$ cat src/rtl/gate_tt_sequencer_if.sv
// Bundle between the self-test sequencer and the board / gate datapath.
// The sequencer attaches through the slave modport.
interface gate_tt_sequencer_if;
  logic        i_start;
  logic        i_auto;
  logic        i_step;
  logic [5:0]  i_y;
  logic        o_a;
  logic        o_b;
  logic [2:0]  o_gate;
  logic        o_led;
  logic        o_busy;
  logic        o_done;
  logic        o_pass;
  logic [23:0] o_table;

  modport master (
    output i_start, i_auto, i_step, i_y,
    input  o_a, o_b, o_gate, o_led,
    input  o_busy, o_done, o_pass, o_table
  );

  modport slave (
    input  i_start, i_auto, i_step, i_y,
    output o_a, o_b, o_gate, o_led,
    output o_busy, o_done, o_pass, o_table
  );
endinterface

$ cat src/rtl/gate_tt_sequencer.sv
// Truth-table self-test sequencer for the six-gate datapath:
// walks a/b through every combo per gate, captures, compares to golden.
module gate_tt_sequencer #(
  parameter int SETTLE_CYC = 2,
  parameter int TICK_DIV   = 100_000_000
) (
  input  logic               clk,
  input  logic               reset,
  gate_tt_sequencer_if.slave bus
);

  localparam int SW = (SETTLE_CYC > 1) ? $clog2(SETTLE_CYC) : 1;
  localparam int TW = (TICK_DIV > 1) ? $clog2(TICK_DIV) : 1;
  localparam logic [23:0] GOLDEN = 24'h3617E8;

  typedef enum logic [2:0] {
    IDLE,
    DRIVE,
    SETTLE,
    CAPTURE,
    WAIT_ST,
    DONE
  } state_e;

  state_e       state_q;
  logic [1:0]   combo_q;
  logic [2:0]   gate_q;
  logic [SW-1:0] settle_q;
  logic [TW-1:0] tick_q;
  logic         led_q;
  logic         busy_q;
  logic         done_q;
  logic         pass_q;
  logic [23:0]  table_q;

  logic y_sel;
  logic advance;

  always_comb begin
    y_sel   = bus.i_y[gate_q];
    advance = 1'b0;
    if (state_q == WAIT_ST)
      advance = bus.i_auto ? (tick_q == '0) : bus.i_step;
  end

  always_ff @(posedge clk or posedge reset) begin
    if (reset) begin
      state_q  <= IDLE;
      combo_q  <= '0;
      gate_q   <= '0;
      settle_q <= '0;
      tick_q   <= '0;
      led_q    <= 1'b0;
      busy_q   <= 1'b0;
      done_q   <= 1'b0;
      pass_q   <= 1'b0;
      table_q  <= '0;
    end else begin
      done_q <= 1'b0;
      unique case (state_q)
        IDLE: begin
          if (bus.i_start) begin
            combo_q <= '0;
            gate_q  <= '0;
            table_q <= '0;
            pass_q  <= 1'b0;
            busy_q  <= 1'b1;
            state_q <= DRIVE;
          end
        end
        DRIVE: begin
          settle_q <= SW'(SETTLE_CYC - 1);
          state_q  <= SETTLE;
        end
        SETTLE: begin
          if (settle_q == '0)
            state_q <= CAPTURE;
          else
            settle_q <= settle_q - 1'b1;
        end
        CAPTURE: begin
          table_q[{gate_q, combo_q}] <= y_sel;
          led_q   <= y_sel;
          tick_q  <= TW'(TICK_DIV - 1);
          state_q <= WAIT_ST;
        end
        WAIT_ST: begin
          if (advance) begin
            if (combo_q != 2'd3) begin
              combo_q <= combo_q + 2'd1;
              state_q <= DRIVE;
            end else if (gate_q != 3'd5) begin
              combo_q <= '0;
              gate_q  <= gate_q + 3'd1;
              state_q <= DRIVE;
            end else begin
              busy_q  <= 1'b0;
              state_q <= DONE;
            end
          end else if (bus.i_auto) begin
            // manual mode freezes the tick count so a later switch resumes it
            tick_q <= tick_q - 1'b1;
          end
        end
        DONE: begin
          done_q  <= 1'b1;
          pass_q  <= (table_q == GOLDEN);
          state_q <= IDLE;
        end
        default: state_q <= IDLE;
      endcase
    end
  end

  assign bus.o_a     = combo_q[1];
  assign bus.o_b     = combo_q[0];
  assign bus.o_gate  = gate_q;
  assign bus.o_led   = led_q;
  assign bus.o_busy  = busy_q;
  assign bus.o_done  = done_q;
  assign bus.o_pass  = pass_q;
  assign bus.o_table = table_q;

endmodule

$ cat src/flat_wrapper.sv
// flat-port wrapper written by rule: the top's interface ports become plain ports
module gate_tt_sequencer_flat 
#(
  parameter int SETTLE_CYC = 2,
  parameter int TICK_DIV   = 100_000_000
)
  (clk, reset, bus_i_start, bus_i_auto, bus_i_step, bus_i_y, bus_o_a, bus_o_b, bus_o_gate, bus_o_led, bus_o_busy, bus_o_done, bus_o_pass, bus_o_table);
  gate_tt_sequencer_if bus_i ();
  input  logic clk;
  input  logic reset;
  input wire logic [$bits(bus_i.i_start)-1:0] bus_i_start;
  input wire logic [$bits(bus_i.i_auto)-1:0] bus_i_auto;
  input wire logic [$bits(bus_i.i_step)-1:0] bus_i_step;
  input wire logic [$bits(bus_i.i_y)-1:0] bus_i_y;
  output wire logic [$bits(bus_i.o_a)-1:0] bus_o_a;
  output wire logic [$bits(bus_i.o_b)-1:0] bus_o_b;
  output wire logic [$bits(bus_i.o_gate)-1:0] bus_o_gate;
  output wire logic [$bits(bus_i.o_led)-1:0] bus_o_led;
  output wire logic [$bits(bus_i.o_busy)-1:0] bus_o_busy;
  output wire logic [$bits(bus_i.o_done)-1:0] bus_o_done;
  output wire logic [$bits(bus_i.o_pass)-1:0] bus_o_pass;
  output wire logic [$bits(bus_i.o_table)-1:0] bus_o_table;
  assign bus_i.i_start = bus_i_start;
  assign bus_i.i_auto = bus_i_auto;
  assign bus_i.i_step = bus_i_step;
  assign bus_i.i_y = bus_i_y;
  assign bus_o_a = bus_i.o_a;
  assign bus_o_b = bus_i.o_b;
  assign bus_o_gate = bus_i.o_gate;
  assign bus_o_led = bus_i.o_led;
  assign bus_o_busy = bus_i.o_busy;
  assign bus_o_done = bus_i.o_done;
  assign bus_o_pass = bus_i.o_pass;
  assign bus_o_table = bus_i.o_table;
  gate_tt_sequencer #(.SETTLE_CYC(SETTLE_CYC), .TICK_DIV(TICK_DIV)) u_core (.clk(clk), .reset(reset), .bus(bus_i));
endmodule
$ cat config.mk
export PLATFORM = sky130hd
export DESIGN_NAME = gate_tt_sequencer_flat
export DESIGN_NICKNAME = d
export VERILOG_FILES = /design/src/rtl/gate_tt_sequencer_if.sv /design/src/rtl/gate_tt_sequencer.sv /design/src/flat_wrapper.sv
export SDC_FILE = /design/constraint.sdc
export NUM_CORES = 1
export LEC_CHECK = 0
export CAP_MARGIN = 5
export CORE_MARGIN = 2
export CORE_UTILIZATION = 50
export DETAILED_ROUTE_END_ITERATION = 8
export DONT_BUFFER_PORTS = 1
export MAX_ROUTING_LAYER = met4
export PLACE_DENSITY_LB_ADDON = 0.25
export SYNTH_ARGS = -nofsm -noshare
export SYNTH_HDL_FRONTEND = slang
export SYNTH_SLANG_ARGS = --single-unit
$ cat constraint.sdc
create_clock -name clk -period 2.5 [get_ports clk]
set_clock_uncertainty 0.1 [all_clocks]
set_input_delay 0.5 -clock clk [delete_from_list [all_inputs] [get_ports clk]]
set_output_delay 0.5 -clock clk [all_outputs]
set_load 0.03 [all_outputs]
# After elaboration in Yosys (flattened, before gate mapping)

Cells that the tools add are included.

Input port bits: 11
Output and inout bits: 33
Register bits after elaboration: 64

Reductions and logical operators: 15
Muxes and demuxes: 38
Magnitude comparators: 3
$add $sub $neg: 4
Equal/unequal tests: 17

Operators with widths:

| operator                                                          | number |
|---|---|
| 2-to-1 mux 27 bit                                                 | 2 |
| one-hot mux 27 bit (2 select lines)                               | 1 |
| one-hot mux 24 bit (2 select lines)                               | 1 |
| zero test 27 bit                                                  | 1 |
| 2-to-1 mux 3 bit                                                  | 9 |
| subtractor 27 x 1 -> 27 bit, second input constant                | 1 |
| bitwise mux 24 bit                                                | 1 |
| equality test 24 x 22 -> 1 bit, second input constant             | 1 |
| 2-to-1 mux 24 bit                                                 | 1 |
| != test 2 bit, second input constant                              | 8 |
| one-hot mux 3 bit (5 select lines)                                | 1 |
| 2-to-1 mux 1 bit                                                  | 11 |
| AND reduction 5 bit                                               | 2 |
| nonzero test 2 bit                                                | 5 |
| 2-to-1 mux 2 bit                                                  | 4 |
| equality test 3 x 2 -> 1 bit, second input constant               | 2 |
| equality test 3 bit, second input constant                        | 2 |
| less-than comparator 5 x 6 -> 1 bit, second input constant        | 1 |
| != test 3 bit, second input constant                              | 2 |
| one-hot mux 1 bit (2 select lines)                                | 3 |
| one-hot mux 3 bit (2 select lines)                                | 1 |
| AND reduction 3 bit                                               | 2 |
| demux 1 bit (select 5 bit)                                        | 1 |
| greater-or-equal comparator 5 x 1 -> 1 bit, second input constant | 1 |
| other kinds (12)                                                  | 13 |

# Depth between registers and ports, before layout

Depth after elaboration: 6
Depth in mapped cells: 8

# Least setup slack after synthesis

No wires, ideal clock.

Path kind: reg2reg
Start point: register u_core.tick_q[7]
End point: register u_core.tick_q[26]
Stages on the path, launching flop included: 7
Period minus slack after synthesis: 2.571 ns
Path slack: -0.071 ns
Buffers on the path: 1
Arrival time: 2.337 ns
Required time: 2.266 ns
Cells stage by stage: dfrtp_1 > or4_1 > buf_2 > or4_4 > or4_4 > o31ai_2 > nand2_1

Cells in the longest elaborated chain, start to end: 5
Elaborated cells on any way between the ends: 9
Those cells by class: 1 x add/sub; 1 x eq/ne; 5 x mux; 2 x reduce/logical

RTL lines:

| what                                                                | line                     | text |
|---|---|---|
| start: declaration                                                  | gate_tt_sequencer.sv:29  | `logic [TW-1:0] tick_q;` |
| start signal: assignment                                            | gate_tt_sequencer.sv:84  | `tick_q <= TW'(TICK_DIV - 1);` |
| start signal: assignment                                            | gate_tt_sequencer.sv:102 | `tick_q <= tick_q - 1'b1;` |
| branches (longest 5 deep; another with subtractor 27 x 1 -> 27 bit) | -                        |  |

Several ways; the timed one is not identified. The select of a mux whose other input is x is not followed.
A chain may end at the register's enable or synchronous reset.

# Worst setup path in the final report

Start point: register u_core.tick_q[5]
End point: register u_core.tick_q[26]

The elaborated chain is that of the path after synthesis.

==> results.md <==
- Initial Util: 51.6%
- Largest family of logic cells by synthesized area: compound AO/OA/AOI/OAI gates
- Placeable Area: 6760 um2
- Hold Path Class: input port to flop
- Syn. warnings: 0
- Cell Area, Synth: 3490 um2
- P_leak: 1.60 nW
- Design Area, Final: 4140 um2
- Synthesized area per cell: 9.20 um2
- Post-Synthesis Cells: 379
- Seq cells post-synth: 64
- Post-synthesis simple-gate area fraction: 23.2%
- Post-synth top flop: dfrtp_1
- Die W: 87.5 um
- Post-synthesis sequential area ratio: 45.9%
- VDD IR-drop max: 285 uV
- DRC: 0
- Worst R2R Path Depth: 5
- Buf/Inv on CP: 0
- Max Slew Vio Count: 0
- Sink Count: 64
- Die area: 7660 um2
- FMAX: 407 MHz
- Synth Area in Adders: 2.51%
- Post-Syn Nets: 397
- CP max FO: 5
- Number of synthesized flops with an enable pin: 0
- Die height: 87.5 um
- Htree depth: 3
- Via/cell ratio: 6.51
- Worst EP arrival: 2580 ps
- Storage cell area: 1600 um2
- Worst setup SP type: flop
- First-pass GRT wire length: 14.7 mm
- Hold Fails Final Rpt: 0
- Fraction of layout cells with a size suffix above 1: 19.4%
- Post-route ant nets: 0
- CP max stage cell: or4_4
- Endpoints failing setup: 0
- Final HPWL DP: 6.13 mm
- Maxcap violations: 0
- FP Rows: 30
- CP max stage delay: 570 ps
- GRT Residual Overflow: 0
- Ports: 44
- Most used cell, CP: or4_4
- Asr flop ratio synth: 100%
- Routed WL: 8.95 mm
- Multi-input logic area: 1840 um2
- 1st-pass router iterations: 5
- RSZ-0062 raised after global routing: true
- Portion of netlist area occupied by mux cells: 0.933%
- Vias post-DR: 3,235
- Worst-path clk slew: 80 ps
- Final net count: 430
- Status: complete, no violations
- GRT Total Usage: 25.4%
- Levels on crit path: 5
- WP data required: 2620 ps
- Clock latency on the worst-skew pair: 350 ps
- CTS tree: yes
- Initial antenna violation count: 0
- Most frequent cells in the layout: o21ai_0 (64), dfrtp_1 (64), buf_4 (38), a21oi_1 (32), nand2_1 (24)
- Worst-margin pin slew: 769 ps
- Total power: 0.00315 W
- Post-Synth XOR/XNOR Area: 1.01%
- Mean routed wirelength per cell: 18.0 um
- Placed cell area: 3800 um2
- Power density cells: 762 nW/um2
- Maximum root-to-sink buffer count: 2
- Hold Path Depth: 3
- Port-buffer cells: 0
- Critical Path Sink Type: flop
- Crit path max-delay family: simple AND/OR/NAND/NOR gates
- Pin count of the biggest net entering global routing: 50
- Synth Area in Compound Gates: 23.3%
- Final min period: 2460 ps
- Post-Route Setup TNS: 0 ps
- Vias in the first global route: 3,061
- Filler cells: 584
- Cell variety after synth: 54
- Slew margin rel.: 48.7%
- Area grow syn2layout: 18.8%
- Antenna Cells: 0
- Final GP Congestion: 0.835
- Fin crit share: 98.4%
- Detailed Route Iter0 Violations: 178
- Root buffer cell: clkbuf_8
- Cells along the critical path: or4_4 -> or4_4 -> or4_4 -> o31ai_2 -> nand2_1
- Setup CP Type: flop to flop
- CTS Buf Count: 9
state kept, by name (all words and copies together) (netlist names):
register	cells
u_core.combo_q	2
u_core.settle_q	1
u_core.state_q	3
u_core.bus.o_done	1
u_core.bus.o_led	1
u_core.bus.o_table	24
u_core.tick_q	27
u_core.bus.o_pass	1
u_core.bus.o_gate	3
u_core.bus.o_busy	1
final timing paths:
| path | slack, ps | start | end |
|---|---|---|---|
| setup / recovery | 40 | u_core.tick_q[5]$_DFFE_PP0P_ | u_core.tick_q[26]$_DFFE_PP0P_ |
| max in group asynchronous | 1230 | reset | u_core.tick_q[0]$_DFFE_PP0P_ |
| hold reg to reg | 390 | u_core.tick_q[11]$_DFFE_PP0P_ | u_core.tick_q[11]$_DFFE_PP0P_ |
| hold / removal | 320 | bus_i_step | u_core.state_q[2]$_DFFE_PP0P_ |
| min in group asynchronous | 480 | reset | u_core.settle_q$_DFFE_PP0P_ |
| setup reg to reg | 40 | u_core.tick_q[5]$_DFFE_PP0P_ | u_core.tick_q[26]$_DFFE_PP0P_ |
worst min-delay path: cells and delay by family:
family,cells,cell delay (ps)
compound gates,1,80
simple gates,2,140
final cells by class:
class	instances	area share, %
Clock inverter	7	2.27
Timing Repair Buffer	43	8.43
Inverter	8	0.725
Multi-Input combinational cell	286	44.5
Tap cell	80	2.42
Sequential cell	64	38.7
Clock buffer	9	2.99
per-layer routing:
metal	track usage, %	vias to the layer above	wire length, um
li1	-	1502	-
met1	32.9	1580	3920
met2	38.9	136	4280
met3	5.59	17	586
met4	10.1	0	159
met5	-	-	0
Yosys cell counts, types with 3 or more instances:
cell	count	area share [%]
a211oi_1	3	0.65
a21oi_1	32	4.6
a31oi_1	8	1.4
and2_1	4	0.72
and3_1	3	0.54
clkbuf_1	20	2.2
dfrtp_1	64	46
ha_1	7	2.5
inv_1	7	0.75
nand2_1	24	2.6
nand3_1	16	2.3
nand3b_1	5	1.1
nand4_1	3	0.54
nor2_1	15	1.6
nor3_1	8	1.1
nor3b_1	3	0.65
nor4_1	11	2.0
o211ai_1	3	0.65
o21ai_0	64	9.2
o31a_1	4	1.0
o31ai_1	7	1.5
or3_1	15	2.7
or4_1	12	2.6
xor2_1	3	0.75
logic make-up after synthesis:
kind of cell	after synthesis
buf+inv	29
mux	3
flops	64
fa+ha+maj	7
compound gates	137
simple gates	135
xor+xnor	4
repair_timing:
action | CTS | global route
hold buffers | 1 | 0
resized for setup | 3 | 13
cloned | 0 | 0
pin swaps | 6 | 10
setup buffers | 3 | 3
setup endpoints to repair | 10 | 49
endpoints found under the hold margin | 15 | 0
where the power goes:
part	internal [W]	switching [W]
clock	0.000561	0.000435
combinational	0.000289	0.000572
sequential	0.00113	0.000170
total	0.00198	0.00118
stage by stage:
step | utilization, % | worst slack (ps) | hold slack [ps] | instances
global placement | 56.2 | 31.0 | 280 | 475
CTS | 60.1 | -70.6 | 310 | 495
detailed placement | 56.2 | -68.4 | 289 | 475
global route | 61.3 | -48.6 | 370 | 497
finish | 61.3 | 41.2 | 325 | 497
floorplan | - | -58.8 | 342 | 379
(Power assumes the default switching activity.)
